==> src/rtl/thirty_two_bit_restoring_divider.sv <==
// ============================================================================
// thirty_two_bit_restoring_divider
//
// Multi-cycle unsigned divider using the restoring (trial subtraction)
// algorithm, one quotient bit per clock. An operation accepted while idle
// (or in the done cycle) runs WIDTH iterations and then pulses done for one
// cycle. quotient / remainder / div_by_zero are registered and hold their
// value until the next result is produced or rst is asserted.
//
// Ports
//   clk          rising-edge clock
//   rst          synchronous, active-high reset
//   start        operation request, honoured only while busy is low
//   dividend     numerator, captured with an accepted start
//   divisor      denominator, captured with an accepted start
//   busy         high while iterating
//   done         one-cycle pulse, results valid
//   quotient     floor(dividend / divisor); all ones when divisor is 0
//   remainder    dividend mod divisor; equals dividend when divisor is 0
//   div_by_zero  set together with done when the divisor was 0
//
// Build option
//   DIVIDER_DIVZERO_FAST_EN  when defined, a zero divisor is detected at
//                            start and the result is produced in one cycle
//                            with div_by_zero = 1. When undefined, a zero
//                            divisor runs the full iteration count and
//                            div_by_zero stays 0.
// ============================================================================
module thirty_two_bit_restoring_divider #(
    parameter int WIDTH = 32
) (
    input  logic             clk,
    input  logic             rst,
    input  logic             start,
    input  logic [WIDTH-1:0] dividend,
    input  logic [WIDTH-1:0] divisor,
    output logic             busy,
    output logic             done,
    output logic [WIDTH-1:0] quotient,
    output logic [WIDTH-1:0] remainder,
    output logic             div_by_zero
);

`ifdef DIVIDER_DIVZERO_FAST_EN
    localparam bit FAST_ZERO = 1'b1;
`else
    localparam bit FAST_ZERO = 1'b0;
`endif

    localparam int CW = $clog2(WIDTH + 1);

    typedef enum logic [1:0] {
        IDLE = 2'd0,
        RUN  = 2'd1,
        DONE = 2'd2
    } state_t;

    state_t           state;
    logic [CW-1:0]    count;

    // Iteration registers: partial remainder, dividend/quotient shift
    // register, and the captured divisor.
    logic [WIDTH-1:0] r_acc;
    logic [WIDTH-1:0] q_acc;
    logic [WIDTH-1:0] d_reg;

    logic             accept;
    logic             zero_fast;
    logic [WIDTH:0]   trial;
    logic [WIDTH-1:0] r_shift;
    logic [WIDTH-1:0] r_next;
    logic [WIDTH-1:0] q_next;

    // busy is high exactly in RUN, so this also covers "IDLE or DONE".
    assign accept    = start && !busy;
    assign zero_fast = FAST_ZERO && (divisor == '0);

    // ------------------------------------------------------------------------
    // One restoring step. After k steps the partial remainder is below 2^k
    // and below the divisor, so the shifted remainder always fits in WIDTH
    // bits and r_acc's MSB is 0 here; the WIDTH+1-bit subtraction only needs
    // its top bit as the borrow (negative trial) indicator.
    // ------------------------------------------------------------------------
    always_comb begin
        // NOTE: every signal assigned here gets a value on every path first,
        // otherwise synthesis infers a latch to hold the old value.
        r_shift = {r_acc[WIDTH-2:0], q_acc[WIDTH-1]};
        q_next  = {q_acc[WIDTH-2:0], 1'b0};
        r_next  = r_shift;
        trial   = {r_acc, q_acc[WIDTH-1]} - {1'b0, d_reg};
        if (!trial[WIDTH]) begin
            r_next    = trial[WIDTH-1:0];
            q_next[0] = 1'b1;
        end
    end

    // ------------------------------------------------------------------------
    // Datapath. Its contents are only meaningful after an accepted start
    // loads them, so they carry no reset.
    // ------------------------------------------------------------------------
    always_ff @(posedge clk) begin
        // NOTE: no reset on these registers on purpose -- the FSM never looks
        // at them until a start has initialised them, and leaving the reset
        // off keeps the wide datapath free of reset routing.
        if (accept) begin
            d_reg <= divisor;
            q_acc <= dividend;
            r_acc <= '0;
        end else if (state == RUN) begin
            r_acc <= r_next;
            q_acc <= q_next;
        end
    end

    // ------------------------------------------------------------------------
    // Control FSM with registered handshake and result outputs.
    // ------------------------------------------------------------------------
    always_ff @(posedge clk) begin
        // NOTE: sequential state uses non-blocking assignments so every
        // register samples values from before this edge, independent of
        // statement order.
        if (rst) begin
            state       <= IDLE;
            count       <= '0;
            busy        <= 1'b0;
            done        <= 1'b0;
            quotient    <= '0;
            remainder   <= '0;
            div_by_zero <= 1'b0;
        end else begin
            case (state)
                IDLE, DONE: begin
                    done  <= 1'b0;
                    state <= IDLE;
                    if (start) begin
                        if (zero_fast) begin
                            // Result is known immediately; skip iterating.
                            state       <= DONE;
                            done        <= 1'b1;
                            quotient    <= '1;
                            remainder   <= dividend;
                            div_by_zero <= 1'b1;
                        end else begin
                            state <= RUN;
                            busy  <= 1'b1;
                            count <= CW'(WIDTH);
                        end
                    end
                end

                RUN: begin
                    count <= count - 1'b1;
                    // Last iteration: publish the step's result directly.
                    if (count == CW'(1)) begin
                        state       <= DONE;
                        busy        <= 1'b0;
                        done        <= 1'b1;
                        quotient    <= q_next;
                        remainder   <= r_next;
                        div_by_zero <= 1'b0;
                    end
                end

                default: begin
                    state <= IDLE;
                    busy  <= 1'b0;
                    done  <= 1'b0;
                end
            endcase
        end
    end

endmodule

==> config.mk <==
export PLATFORM = sky130hd
export DESIGN_NAME = thirty_two_bit_restoring_divider
export DESIGN_NICKNAME = d
export VERILOG_FILES = /design/src/rtl/thirty_two_bit_restoring_divider.sv
export SDC_FILE = /design/constraint.sdc
export NUM_CORES = 1
export LEC_CHECK = 0
export ABC_CLOCK_PERIOD_IN_PS = 4230
export CORE_ASPECT_RATIO = 0.8
export CORE_MARGIN = 2
export CORE_UTILIZATION = 35
export CTS_CLUSTER_DIAMETER = 30
export DETAILED_ROUTE_END_ITERATION = 8
export PLACE_DENSITY = 0.58
export SLEW_MARGIN = 10
export SYNTH_ARGS = -nofsm -noshare
export SYNTH_HDL_FRONTEND = slang
export SYNTH_SLANG_ARGS = --single-unit
==> constraint.sdc <==
create_clock -name clk -period 4.23 [get_ports clk]
set_clock_uncertainty 0.15 [all_clocks]
set_input_delay 1.0575 -clock clk [delete_from_list [all_inputs] [get_ports clk]]
set_output_delay 1.0575 -clock clk [all_outputs]
set_load 0.03 [all_outputs]
==> results of run 1 <==
worst max-delay path, cell delays in order, from the launching register on:
cell	delay [ns]
edfxtp_1	0.36
inv_1	0.06
ha_1	0.22
fa_1	0.40
nand2b_1	0.18
a21oi_1	0.21
o21ai_1	0.17
a2111o_1	0.43
a31oi_2	0.35
xnor2_1	0.35
buf_4	0.29
nor4_1	0.07
a311o_1	0.30
per-layer routing:
metal / routed length [um] / global-route usage / share of wire / vias to the layer above
met5: 0 / 0 / 0 / -
met4: 217 / 0.0443 / 0.010 / 0
met3: 905 / 0.0321 / 0.043 / 12
met2: 8970 / 0.259 / 0.43 / 159
met1: 10900 / 0.251 / 0.52 / 3176
li1: - / - / - / 3456
cell usage in the layout, fill, tap and decap left out, drive strengths merged, types with 7 or more instances in the layout:
cell type        n
inv             47
ha              34
xnor2           17
nand2b          10
nand3            7
nor3            12
nand2          196
nand4            8
clkdlybuf4s50  131
mux2i           25
a21oi          107
dfxtp          106
edfxtp          64
a211oi          36
xor2            11
o21ai           64
buf             12
clkbuf          18
nor2            69
cell type report:
| cell class | count | area [um^2] |
|---|---|---|
| multi-input cells | 659 | 3800 |
| clock inverters | 14 | 145 |
| well taps | 312 | 390 |
| flip-flops and latches | 170 | 4040 |
| fillers | 2331 | 12700 |
| repair buffers | 143 | 1420 |
| clock buffers | 18 | 439 |
| inverters | 44 | 165 |
cell families (layout without fill, tap and decap cells):
group / after synthesis / in the layout / share of synthesized area
other cells: 1 / 1 / 0.000458
simple gates: 322 / 322 / 0.164
mux: 25 / 25 / 0.0306
compound gates: 248 / 248 / 0.181
buf+inv: 93 / 219 / 0.0459
flops: 170 / 170 / 0.494
xor+xnor: 28 / 28 / 0.0300
fa+ha+maj: 35 / 35 / 0.0544
metrics by stage:
stage / hold slack [ns] / worst slack (ns) / instances
after global routing: 0.326 / 0.319 / 1360
after detailed placement: 0.296 / 0.614 / 1328
after CTS: 0.306 / 0.599 / 1360
after global placement: 0.293 / 0.707 / 1328
after floorplan: 0.293 / 1.02 / 922
final: 0.304 / 0.585 / 1360
worst min path at each step:
stage,start,endpoint,slack (ns),cells past startpoint
after CTS,quotient[27],quotient[27],0.31,2
final,quotient[27],quotient[27],0.30,2
after floorplan,count[5],count[5],0.29,1
after global routing,quotient[20],quotient[20],0.33,2
after detailed placement,quotient[27],quotient[27],0.30,2
after global placement,quotient[4],quotient[4],0.29,2
power groups by stage:
stage | Sequential [mW] | Clock (mW) | Combinational (mW)
2_1_floorplan | 1.98 | 0 | 0.802
3_3_place_gp | 1.99 | 0 | 1.12
3_5_place_dp | 1.99 | 0 | 1.13
4_1_cts | 1.95 | 1.60 | 1.13
5_1_grt | 1.97 | 1.66 | 1.27
6_report | 1.95 | 1.56 | 1.14
==> flow_summary.json, run 1 <==
{
  "outcome": "finished clean",
  "setup_violations": 0,
  "swShare": 0.312,
  "crit_start": "q_acc[31]",
  "routedWlPerCell_um": 15.5,
  "syn-num-nets": 1024,
  "power.switching_mw": 1.45,
  "critPathRequiredTime_ns": 4.39,
  "synthArstFlopShare": 0,
  "finalCritPeriodShare": 0.862,
  "synth_common_cells": "nand2_1, a21oi_1, dfxtp_1",
  "drc": 0,
  "tns_ns": 0,
  "gr-usage-all-layers": 0.171,
  "antenna_cells": 0,
  "die_area_um2": 24600,
  "synth_top_area_share": 0.259,
  "synth.distinct_cells": 56,
  "die_width_um": 175,
  "drive_gt1_frac": 0.0525,
  "place_area_um2": 9820,
  "syn_area_um2": 8180,
  "avgSynthCellArea_um2": 8.88,
  "p_int_mw": 3.20,
  "grt_pass1_wl_um": 33700,
  "synth_area_leader_cell": "dfxtp_1",
  "rows": 50,
  "tritoncts": "done",
  "finalMaxSlewViolations": 0,
  "post-synth-top-count-cell": "nand2_1",
  "antenna_found_initial": 0,
  "crit_path_end_kind": "register",
  "ys.flop_type": "dfxtp_1",
  "r2r_cells": 12,
  "setup.worst_path.start_class": "register",
  "hold_viol": 0,
  "netlist_instances": 922,
  "drt-initial-drc-count": 414,
  "tightest_slew_ns": 0.959,
  "grt_max_degree": 50,
  "ir_drop_mv": 0.296,
  "clock_power_share": 0.336,
  "nets": 1137,
  "detailedRoute.firstPassIterationCount": 5,
  "top_level_ports": 134,
  "routed_wl_um": 21000,
  "synth.ff_latch_count": 170,
  "critical_path_arrival_ns": 3.81,
  "cp_max_fo": 11,
  "dpl.hpwl_um": 15000,
  "r2r-start": "q_acc[31]",
  "port_buffers": 132,
  "drt.antenna.violating_nets": 0,
  "seqPwrFrac": 0.420,
  "timing.rr.end": "remainder[0]",
  "routed-via-count": 6803,
  "leakagePower_nw": 3.89,
  "cts_root_buf": "clkbuf_16",
  "cts_max_level": 4,
  "clockBufferDepth": 2,
  "place_congestion": 0.887,
  "via_per_inst": 5.00,
  "grt.overflow.total": 0,
  "crit_path_end": "remainder[0]",
  "yosysWarnings": 0,
  "grt_setup_unrepaired": "false",
  "cts_buffers": 17,
  "ys_seq_area_frac": 0.494,
  "synth-edff-count": 64,
  "core_area_um2": 23100,
  "hold_class": "register to register",
  "ys_top_cells_by_area": "dfxtp_1, edfxtp_1, nand2_1",
  "crit_type": "register to register",
  "final_util": 0.450,
  "cap_violations": 0,
  "combPwrFrac": 0.244,
  "power_density_nw_per_um2": 447,
  "rrSetupSlack_ns": 0.59,
  "ctsResizeCount": 0,
  "slew-limit-headroom": 0.359,
  "die_height_um": 141,
  "power_mw": 4.65,
  "start_util": 0.354,
  "final_area_um2": 10400,
  "cts_hold_buf": 0,
  "clock_latency_ns": 0.43,
  "grt_pass1_vias": 6395,
  "clock.fmax_ghz": 0.274,
  "postCtsSetupBuffers": 0,
  "cts_sinks": 170,
  "clk_pin_slew_ns": 0.07,
  "period_minus_slack_ns": 3.64,
  "syn2layout_area_growth_pct": 27.2
}
(Power assumes the default switching activity.)
==> run 2: changes to the inputs <==
ABC_CLOCK_PERIOD_IN_PS = 4700   (was 4230)
clock period = 4.7 ns   (was 4.23 ns; I/O delays follow)
==> flow_summary.json, run 2 (synthesized netlist as in run 1, its figures left out) <==
{
  "antenna_cells": 0,
  "slew-limit-headroom": 0.318,
  "die_area_um2": 24600,
  "cts_sinks": 170,
  "power_mw": 4.11,
  "cap_violations": 0,
  "grt_setup_unrepaired": "false",
  "die_height_um": 141,
  "grt_pass1_wl_um": 33600,
  "cts_hold_buf": 0,
  "combPwrFrac": 0.248,
  "drt.antenna.violating_nets": 0,
  "routed-via-count": 6844,
  "clock_power_share": 0.326,
  "grt_max_degree": 67,
  "die_width_um": 175,
  "drt-initial-drc-count": 486,
  "antenna_found_initial": 0,
  "drive_gt1_frac": 0.0515,
  "grt_pass1_vias": 6360,
  "via_per_inst": 5.03,
  "clk_pin_slew_ns": 0.07,
  "finalCritPeriodShare": 0.846,
  "clock.fmax_ghz": 0.252,
  "ir_drop_mv": 0.280,
  "port_buffers": 132,
  "postCtsSetupBuffers": 0,
  "leakagePower_nw": 3.88,
  "nets": 1137,
  "gr-usage-all-layers": 0.171,
  "tritoncts": "done",
  "top_level_ports": 134,
  "dpl.hpwl_um": 14600,
  "critical_path_arrival_ns": 4.08,
  "routed_wl_um": 20900,
  "period_minus_slack_ns": 3.98,
  "place_congestion": 0.865,
  "hold_viol": 0,
  "rows": 50,
  "hold_class": "register to register",
  "crit_path_end_kind": "register",
  "power_density_nw_per_um2": 397,
  "cts_max_level": 4,
  "clock_latency_ns": 0.44,
  "routedWlPerCell_um": 15.3,
  "hold-worst-slack_ns": 0.306,
  "final_common_cell": "nand2_1",
  "seqPwrFrac": 0.426,
  "clockBufferDepth": 2,
  "grt.overflow.total": 0,
  "tightest_slew_ns": 1.02,
  "cts_root_buf": "clkbuf_16",
  "setup.worst_path.start_class": "register",
  "mostFrequentLayoutCells": "nand2_1, clkdlybuf4s50_1, a21oi_1, dfxtp_1, nor2_1",
  "cts_buffers": 17,
  "tns_ns": 0,
  "outcome": "finished clean",
  "finalMaxSlewViolations": 0,
  "setup_violations": 0,
  "ctsResizeCount": 0,
  "power.switching_mw": 1.31,
  "cp_max_fo": 15,
  "start_util": 0.354,
  "crit_type": "register to register",
  "detailedRoute.firstPassIterationCount": 4,
  "swShare": 0.318,
  "p_int_mw": 2.81,
  "syn2layout_area_growth_pct": 26.6,
  "critPathRequiredTime_ns": 4.80,
  "drc": 0,
  "core_area_um2": 23100
}
## run 2: cell type report
| class | count | area (um^2) |
|---|---|---|
| repair buffers | 143 | 1410 |
| well taps | 312 | 390 |
| flip-flops and latches | 170 | 4040 |
| clock inverters | 15 | 125 |
| clock buffers | 17 | 425 |
| inverters | 44 | 165 |
| multi-input cells | 659 | 3800 |
| fillers | 2299 | 12800 |
## run 2: worst paths after layout
kind / startpoint / to / slack, ns / depth (start not counted)
worst min-delay path: quotient[28] / quotient[28] / 0.31 / 2
worst max register to register: q_acc[31] / remainder[19] / 0.72 / 12
worst min register to register: quotient[28] / quotient[28] / 0.31 / 2
worst max-delay path: q_acc[31] / remainder[19] / 0.72 / 12
## run 2: metrics by stage
step	std cells	util	setup WS, ns	area, um^2
floorplan	922	-	1.49	8180
global placement	1328	0.424	0.901	9810
detailed placement	1328	0.424	0.753	9810
CTS	1360	0.448	0.737	10400
global route	1360	0.448	0.496	10400
finish	1360	0.448	0.724	10400
## run 2: layer usage
layer,GRT usage,up-vias,routed length [um]
met5,0,-,0
met4,0.0351,0,165
met3,0.0434,10,1070
met1,0.250,3231,10600
met2,0.255,151,9040
li1,-,3452,-
## run 2: critical path: stages, from the launching register on
cell	delay (ns)
edfxtp_1	0.35
inv_1	0.06
ha_1	0.22
fa_1	0.40
nand2b_1	0.18
a21oi_1	0.22
o21ai_1	0.18
a2111o_1	0.43
a31oi_2	0.36
xor2_4	0.55
buf_4	0.33
mux2i_1	0.26
a211oi_1	0.11
## run 2: power groups by stage
stage	Clock, mW	Sequential, mW	Combinational [mW]
2_1_floorplan	0	1.79	0.721
3_3_place_gp	0	1.79	1.01
3_5_place_dp	0	1.78	1.01
4_1_cts	1.37	1.75	1.02
5_1_grt	1.43	1.77	1.15
6_report	1.34	1.75	1.02
==> run 3: changes to the inputs <==
ABC_CLOCK_PERIOD_IN_PS = 3300   (was 4700)
PLACE_DENSITY = 0.6   (was 0.58)
clock period = 3.3 ns   (was 4.7 ns; I/O delays follow)
==> flow_summary.json, run 3 (synthesized netlist as in run 1, its figures left out) <==
{
  "hold_viol": 0,
  "via_per_inst": 5.02,
  "path_depth": 14,
  "port_buffers": 132,
  "cts_max_level": 4,
  "crit_chain": "ha_4 -> fa_2 -> nand2b_4 -> a21oi_4 -> o21ai_2 -> a2111o_1 -> a31oi_2 -> buf_4 -> xor2_4 -> buf_6 -> buf_12 -> buf_16 -> mux2i_4 -> a21oi_1",
  "die_width_um": 175,
  "antenna_cells": 0,
  "slew-limit-headroom": 0.570,
  "slowest_delay_ns": 0.42,
  "routed-via-count": 6945,
  "final_area_um2": 11100,
  "routed_wl_um": 22100,
  "gr-usage-all-layers": 0.179,
  "placed_cells": 1341,
  "hold_depth": 2,
  "period_minus_slack_ns": 3.30,
  "finalCritPeriodShare": 1.00,
  "grt_pass1_wl_um": 35000,
  "rows": 50,
  "cts_buffers": 17,
  "cts_root_buf": "clkbuf_16",
  "hold_class": "register to register",
  "drc": 0,
  "cts_sinks": 170,
  "antenna_found_initial": 0,
  "critPathRequiredTime_ns": 3.44,
  "grt_pass1_vias": 6629,
  "core_area_um2": 23100,
  "power_mw": 6.54,
  "mostFrequentLayoutCells": "nand2_1, clkdlybuf4s50_1, dfxtp_1, a21oi_1, nor2_1",
  "finalMaxSlewViolations": 0,
  "crit_slowest_cell": "edfxtp_1",
  "clockBufferDepth": 2,
  "leakagePower_nw": 4.09,
  "crit_path_end_kind": "register",
  "grt_max_degree": 67,
  "routedWlPerCell_um": 16.0,
  "tritoncts": "done",
  "drt-initial-drc-count": 399,
  "setup_violations": 2,
  "final_cell_count_no_fill": 1383,
  "start_util": 0.354,
  "setup.worst_path.start_class": "register",
  "detailedRoute.firstPassIterationCount": 5,
  "grt.overflow.total": 0,
  "top_level_ports": 134,
  "outcome": "finished, violations left",
  "tns_ns": -0.00655,
  "die_area_um2": 24600,
  "power_density_nw_per_um2": 590,
  "worst-path-buf-inv": 4,
  "drt.antenna.violating_nets": 0,
  "ir_drop_mv": 0.382,
  "place_area_um2": 9920,
  "dpl.hpwl_um": 14600,
  "nFillCells": 2213,
  "critical_path_arrival_ns": 3.45,
  "syn2layout_area_growth_pct": 35.5,
  "cp_max_fo": 5,
  "cap_violations": 0,
  "crit_family": "compound AO/OA/AOI/OAI gates",
  "violations": "setup timing",
  "clock_latency_ns": 0.43,
  "final_common_cell": "nand2_1",
  "r2r_cells": 14,
  "tightest_slew_ns": 0.645,
  "cts_hold_buf": 0,
  "clk_pin_slew_ns": 0.07,
  "place_congestion": 0.872,
  "nets": 1160,
  "drive_gt1_frac": 0.120,
  "fin_ws_ns": -0.00382,
  "grt_setup_unrepaired": "true",
  "die_height_um": 141,
  "crit_type": "register to register",
  "clock.fmax_ghz": 0.303
}
[run 3: changes by cell type in the layout (fill, tap and decap cells not counted), sizes merged]
cell	change
clkbuf	+6
clkinv	-8
buf	+23
bufinv	+2
[run 3: per-stage QoR]
stage                     setup WS [ns]  hold WS (ns)   util
after global routing             -0.118         0.319  0.479
after CTS                       0.00658         0.306  0.465
final                          -0.00382         0.302  0.479
after global placement          -0.0260         0.292  0.429
after floorplan                  0.0872         0.293      -
after detailed placement         -0.105         0.297  0.429
[run 3: worst paths after layout]
| path | from | slack [ns] | endpoint |
|---|---|---|---|
| hold reg to reg | quotient[12] | 0.30 | quotient[12] |
| setup reg to reg | d_reg[0] | -0.004 | r_acc[20] |
| hold / removal | quotient[12] | 0.30 | quotient[12] |
| setup / recovery | d_reg[0] | -0.004 | r_acc[20] |
[run 3: report_power, final]
group          switching (mW)  leakage [nW]  internal, mW
Clock                   0.855         0.279          1.22
Sequential              0.140          1.49          2.38
Combinational            1.08          2.32         0.863
[run 3: repair_timing]
| action | 4_1_cts | 5_1_grt |
|---|---|---|
| endpoints found under the setup margin | 57 | 63 |
| buffers inserted | 8 | 3 |
| pin swaps | 3 | 27 |
| cloned | 3 | 0 |
| resized for setup | 24 | 67 |
[run 3: cell type report]
cell class | count | area, um^2 | area share
inverter | 44 | 165 | 0.0149
sequential | 170 | 4040 | 0.365
clock inverter | 9 | 139 | 0.0125
clock buffer | 23 | 458 | 0.0413
tap | 312 | 390 | 0.0352
timing repair buffer | 166 | 1670 | 0.150
multi-input combinational | 659 | 4230 | 0.381
[run 3: worst min-delay path, cell delays in order, from the launching register on]
cell     delay, ns
dfxtp_1       0.31
nand2_1       0.05
a21oi_1       0.05
[run 3: routing by layer]
layer / GRT usage / routed length [um] / vias to the layer above / part of all wire
met1: 0.264 / 11300 / 3259 / 0.51
met4: 0.0482 / 272 / 0 / 0.012
met5: 0 / 0 / - / 0
met2: 0.261 / 9460 / 157 / 0.43
met3: 0.0399 / 1060 / 19 / 0.048
li1: - / - / 3510 / -
==> patch 1, RTL diff (settings of run 1) <==
Set the parameter `WIDTH` to 64 (it was 32).
--- a/src/rtl/thirty_two_bit_restoring_divider.sv
+++ b/src/rtl/thirty_two_bit_restoring_divider.sv
@@ -27,7 +27,7 @@
 //                            div_by_zero stays 0.
 // ============================================================================
 module thirty_two_bit_restoring_divider #(
-    parameter int WIDTH = 32
+    parameter int WIDTH = 64
 ) (
     input  logic             clk,
     input  logic             rst,
Interface: changed (resized dividend, divisor, quotient and remainder); port bits go from 134 to 262. The function was not compared with the original's and may differ.
==> patch 1 against run 1 <==
- worst setup slack got worse by 0.21 ns
- first-iteration DRC count rose to 2.7 times the old value
- final cell count is 110% higher
- critical endpoint is now r_acc[40]
- via count is 120% higher
- final area increased by 110%
- area after synthesis is 100% higher
- clock power grew to 3.5 times the old value
- power increased to 2.6 times the old value
- wire length is 150% higher
- sequential share of layout area down 3.0 points
- sequential cell count grew 161
==> patch 1: results (changes against run 1) <==
| Group | Quantity | Value | Delta |
| --- | --- | --- | --- |
| placement | Gp weighted congestion | 0.924 | +4.2% |
| clock network | Insertion delay to the later sink of the worst-skew pair | 0.61 ns | +0.18 ns |
| grt | Maximum number of pins on one net before global-route repair | 119 | +140% |
| yosys | Most frequent cells after synthesis | sky130_fd_sc_hd__nand2_1, sky130_fd_sc_hd__a21oi_1, sky130_fd_sc_hd__dfxtp_1 |  |
| finish | Total number of nets in the final design | 2367 | +110% |
| finish | Fraction of final layout cells with drive strength greater than 1 | 7.64% | +2.4 points |
| outcome | Run status | completed |  |
| yosys | Count of flip-flops with a built-in enable after synthesis | 128 | +100% |
| clock network | H-tree lvl count | 3 | -1 |
| clock network | Number of CTS-inserted buffers | 70 | +53 |
| sta | Worst Tran Pin Value | 1.11 ns | +0.152 ns |
| yosys | Register area share after synthesis | 48.1% | -1.4 points |
| worst setup path | Worst Path Max Fanout | 4 | -7 |
| yosys | Cell types occupying the most area after synthesis | sky130_fd_sc_hd__dfxtp_1, sky130_fd_sc_hd__edfxtp_1, sky130_fd_sc_hd__nand2_1 |  |
| worst setup path | R2R cell count | 13 | +1 |
| yosys | Library cells used by synthesis | 70 | +25% |
| grt | GRT Overall Usage | 21.2% | +4.0 points |
| grt | Antenna violations before repair | 3 | +3 |
| detailed routing | DRC violation total after the first TritonRoute iteration | 1108 | +170% |
| grt | Global-route wire length before repair | 80700 µm | +140% |
| placement | Count of buffers from port buffering | 260 | +97% |
| clock network | Clock buffer depth | 3 | +1 |
| placement | Detailed placement HPWL | 36300 µm | +140% |
| worst setup path | Max stage delay on crit path | 0.53 ns | +0.10 ns |
| detailed routing | DRT Wirelength | 51700 µm | +150% |
| grt | Via count of the first global-routing pass | 14300 | +120% |
| placement | Cell Count Post-Placement | 2717 | +100% |
| finish | Share of the core filled with cells | 47.2% | +2.3 points |
| placement | Worst setup slack after placement | 0.383 ns | -0.232 ns |
| power | Static Leak | 8.58 nW | +120% |
| clock network | CTS clock-pin slew for the worst setup and hold paths | 0.05 ns | -0.02 ns |
| placement | Placement Cell Area | 19700 µm² | +100% |
| detailed routing | Total number of vias | 14800 | +120% |
| finish | Fill cell total of the finished layout | 4534 | +95% |
| power | Sw Pwr | 3.76 mW | +160% |
==> patch 1: cell types whose count changed after synthesis, sizes merged, moves of 28 or more <==
cell    delta
a21oi    +117
dfxtp     +97
nand2    +218
ha        +32
inv       +44
nor2     +107
a211oi    +28
clkbuf    +52
edfxtp    +64
o21ai     +66
==> patch 1: logic make-up (layout without fill, tap and decap cells) <==
group | count (synthesis) | count (layout) | synth area share (%)
simple gates | 721 | 721 | 18.5
compound gates | 521 | 521 | 18.8
buf+inv | 198 | 501 | 4.78
mux | 31 | 31 | 1.95
fa+ha+maj | 67 | 67 | 5.14
other cells | 1 | 2 | 0.0228
xor+xnor | 52 | 52 | 2.77
flops | 331 | 331 | 48.1
==> patch 1: path summary, 6_finish.rpt <==
path                     start            to  slack, ns
setup / recovery      d_reg[0]     r_acc[40]       0.37
hold / removal    quotient[46]  quotient[46]       0.30
setup reg to reg      d_reg[0]     r_acc[40]       0.37
hold reg to reg   quotient[46]  quotient[46]       0.30
==> patch 1: area by class of cell <==
cell class,count,area share (%)
Clock inverter,42,2.24
Antenna cell,1,0.0113
Multi-Input combinational cell,1393,35.3
Tap cell,620,3.51
Inverter,87,1.50
Timing Repair Buffer,286,13.0
Sequential cell,331,35.8
Clock buffer,86,8.63
==> patch 1: metal layers <==
metal  wire, µm  share of wire, %  track usage, %  up-vias
met2      22400                43            31.1      468
met1      24500                47            30.3     7044
met4       1100               2.1            6.34        6
met3       3670               7.1            5.64       87
li1           -                 -               -     7223
met5         33             0.064               0        -
==> patch 1: power groups by stage <==
stage / combinational [mW] / sequential, mW / clock (mW)
floorplan: 1.85 / 3.89 / 0
global route: 3.03 / 3.87 / 5.76
finish: 2.73 / 3.84 / 5.47
CTS: 2.73 / 3.84 / 5.59
global placement: 2.71 / 3.88 / 0
detailed placement: 2.71 / 3.89 / 0
==> patch 2, RTL diff (settings of run 1) <==
Without the edit above. Re-encode `state_t` (3 states) as one-hot, 3 bits wide.
--- a/src/rtl/thirty_two_bit_restoring_divider.sv
+++ b/src/rtl/thirty_two_bit_restoring_divider.sv
@@ -49,10 +49,10 @@
 
     localparam int CW = $clog2(WIDTH + 1);
 
-    typedef enum logic [1:0] {
-        IDLE = 2'd0,
-        RUN  = 2'd1,
-        DONE = 2'd2
+    typedef enum logic [2:0] {
+        IDLE = 3'b001,
+        RUN  = 3'b010,
+        DONE = 3'b100
     } state_t;
 
     state_t           state;
Behaviour: same outputs for any inputs over 10 cycles, from zero or initial values and one cycle with rst high; not proved beyond that.
==> patch 2 against run 1 <==
- die area grew 3.6%
- wire length is 6.6% higher
- worst setup slack gained 0.22 ns
- highest routed layer unchanged
- sequential share of layout area down 0.68 points
- largest cell class unchanged
- sequential cell count grew 1
- final area grew 2.3%
- area after synthesis up 3.7%
Power is not compared: it rests on default switching activity, and its combinational part moved more than twofold at a synthesized area within 25%.
==> patch 2: results (changes against run 1) <==
| Group | Quantity | Value | Delta |
| --- | --- | --- | --- |
| finish | Relative area of clock buffers and inverters in the final design | 6.03% | +0.42 points |
| yosys | Adder-Cell Fraction of Synth Area | 5.25% | -0.19 points |
| yosys | Post-synthesis instance area | 8490 µm² | +3.7% |
| detailed routing | Met2 wirelength from detailed routing | 9730 µm | +8.4% |
| finish | Final-layout clock buffer total | 17 | -1 |
| grt | Maximum number of pins on one net before global-route repair | 68 | +36% |
| worst setup path | Slowest CP cell | sky130_fd_sc_hd__ha_1 |  |
| worst setup path | R2R cell count | 10 | -2 |
| finish | Buffer count excluding the clock tree in the final layout | 139 | -2.8% |
| finish | Fill cell total of the finished layout | 2301 | -1.3% |
| detailed routing | Wl on met1 | 11200 µm | +2.1% |
| finish | Data-path buffer share of cell area in the final layout | 12.9% | -0.82 points |
| placement | Gp weighted congestion | 0.896 | +1.1% |
| sta | Worst Tran Pin Value | 1.15 ns | +0.188 ns |
| worst setup path | End of the critical path | remainder[2] |  |
| worst setup path | Cell class contributing the biggest share of worst-path delay | simple AND/OR/NAND/NOR gates |  |
| grt | Met2 track demand over resource | 26.8% | +0.91 points |
| yosys | Cell types occupying the most area after synthesis | sky130_fd_sc_hd__dfxtp_1, sky130_fd_sc_hd__edfxtp_1, sky130_fd_sc_hd__nand2_1 |  |
| placement | Worst setup slack after placement | 0.897 ns | +0.282 ns |
| finish | Total number of nets in the final design | 1160 | +2.0% |
| worst setup path | Max stage delay on crit path | 0.48 ns | +0.05 ns |
| placement | Cell Count Post-Placement | 1351 | +1.7% |
| grt | Met1 Usage GRT | 26.4% | +1.3 points |
| placement | Detailed placement HPWL | 15500 µm | +3.3% |
| detailed routing | DRC violation total after the first TritonRoute iteration | 508 | +23% |
| detailed routing | Detailed route wirelength on metal3 | 1360 µm | +51% |
| outcome | Run status | completed |  |
| yosys | Xor/xnor cell area share of the yosys netlist | 2.27% | -0.73 points |
| grt | GRT Overall Usage | 17.9% | +0.79 points |
| yosys | Average instance area after synthesis | 8.89 µm² | +0.12% |
| placement | Placement Cell Area | 10000 µm² | +1.8% |
| grt | Via count of the first global-routing pass | 6661 | +4.2% |
| grt | GR Layer Usage met3 | 3.86% | +0.65 points |
| finish | Area of combinational cells with multiple inputs | 4020 µm² | +5.7% |
| yosys | Post-Synthesis Net Count | 1057 | +3.2% |
==> patch 2: power breakdown <==
| group | total (mW) | internal [mW] | leakage [nW] | switching (mW) |
|---|---|---|---|---|
| Sequential | 1.84 | 1.80 | 1.49 | 0.0383 |
| Clock | 1.63 | 0.819 | 0.305 | 0.812 |
| Combinational | 0.550 | 0.220 | 2.22 | 0.331 |
==> patch 2: worst min path at each step <==
stage | start | endpoint | slack [ns] | cells past startpoint
after floorplan | count[5] | count[5] | 0.28 | 1
after global placement | quotient[3] | quotient[3] | 0.29 | 2
after detailed placement | quotient[14] | quotient[14] | 0.30 | 2
after CTS | quotient[14] | quotient[14] | 0.31 | 2
after global routing | quotient[9] | quotient[9] | 0.32 | 2
final | quotient[5] | quotient[5] | 0.31 | 2
==> patch 2: worst min-delay path, delay by kind of cell, from the launching register on <==
kind               cells  cell delay, ns
and+or+nand+nor        1            0.05
AOI/OAI and AO/OA      1            0.05
DFF                    1            0.32
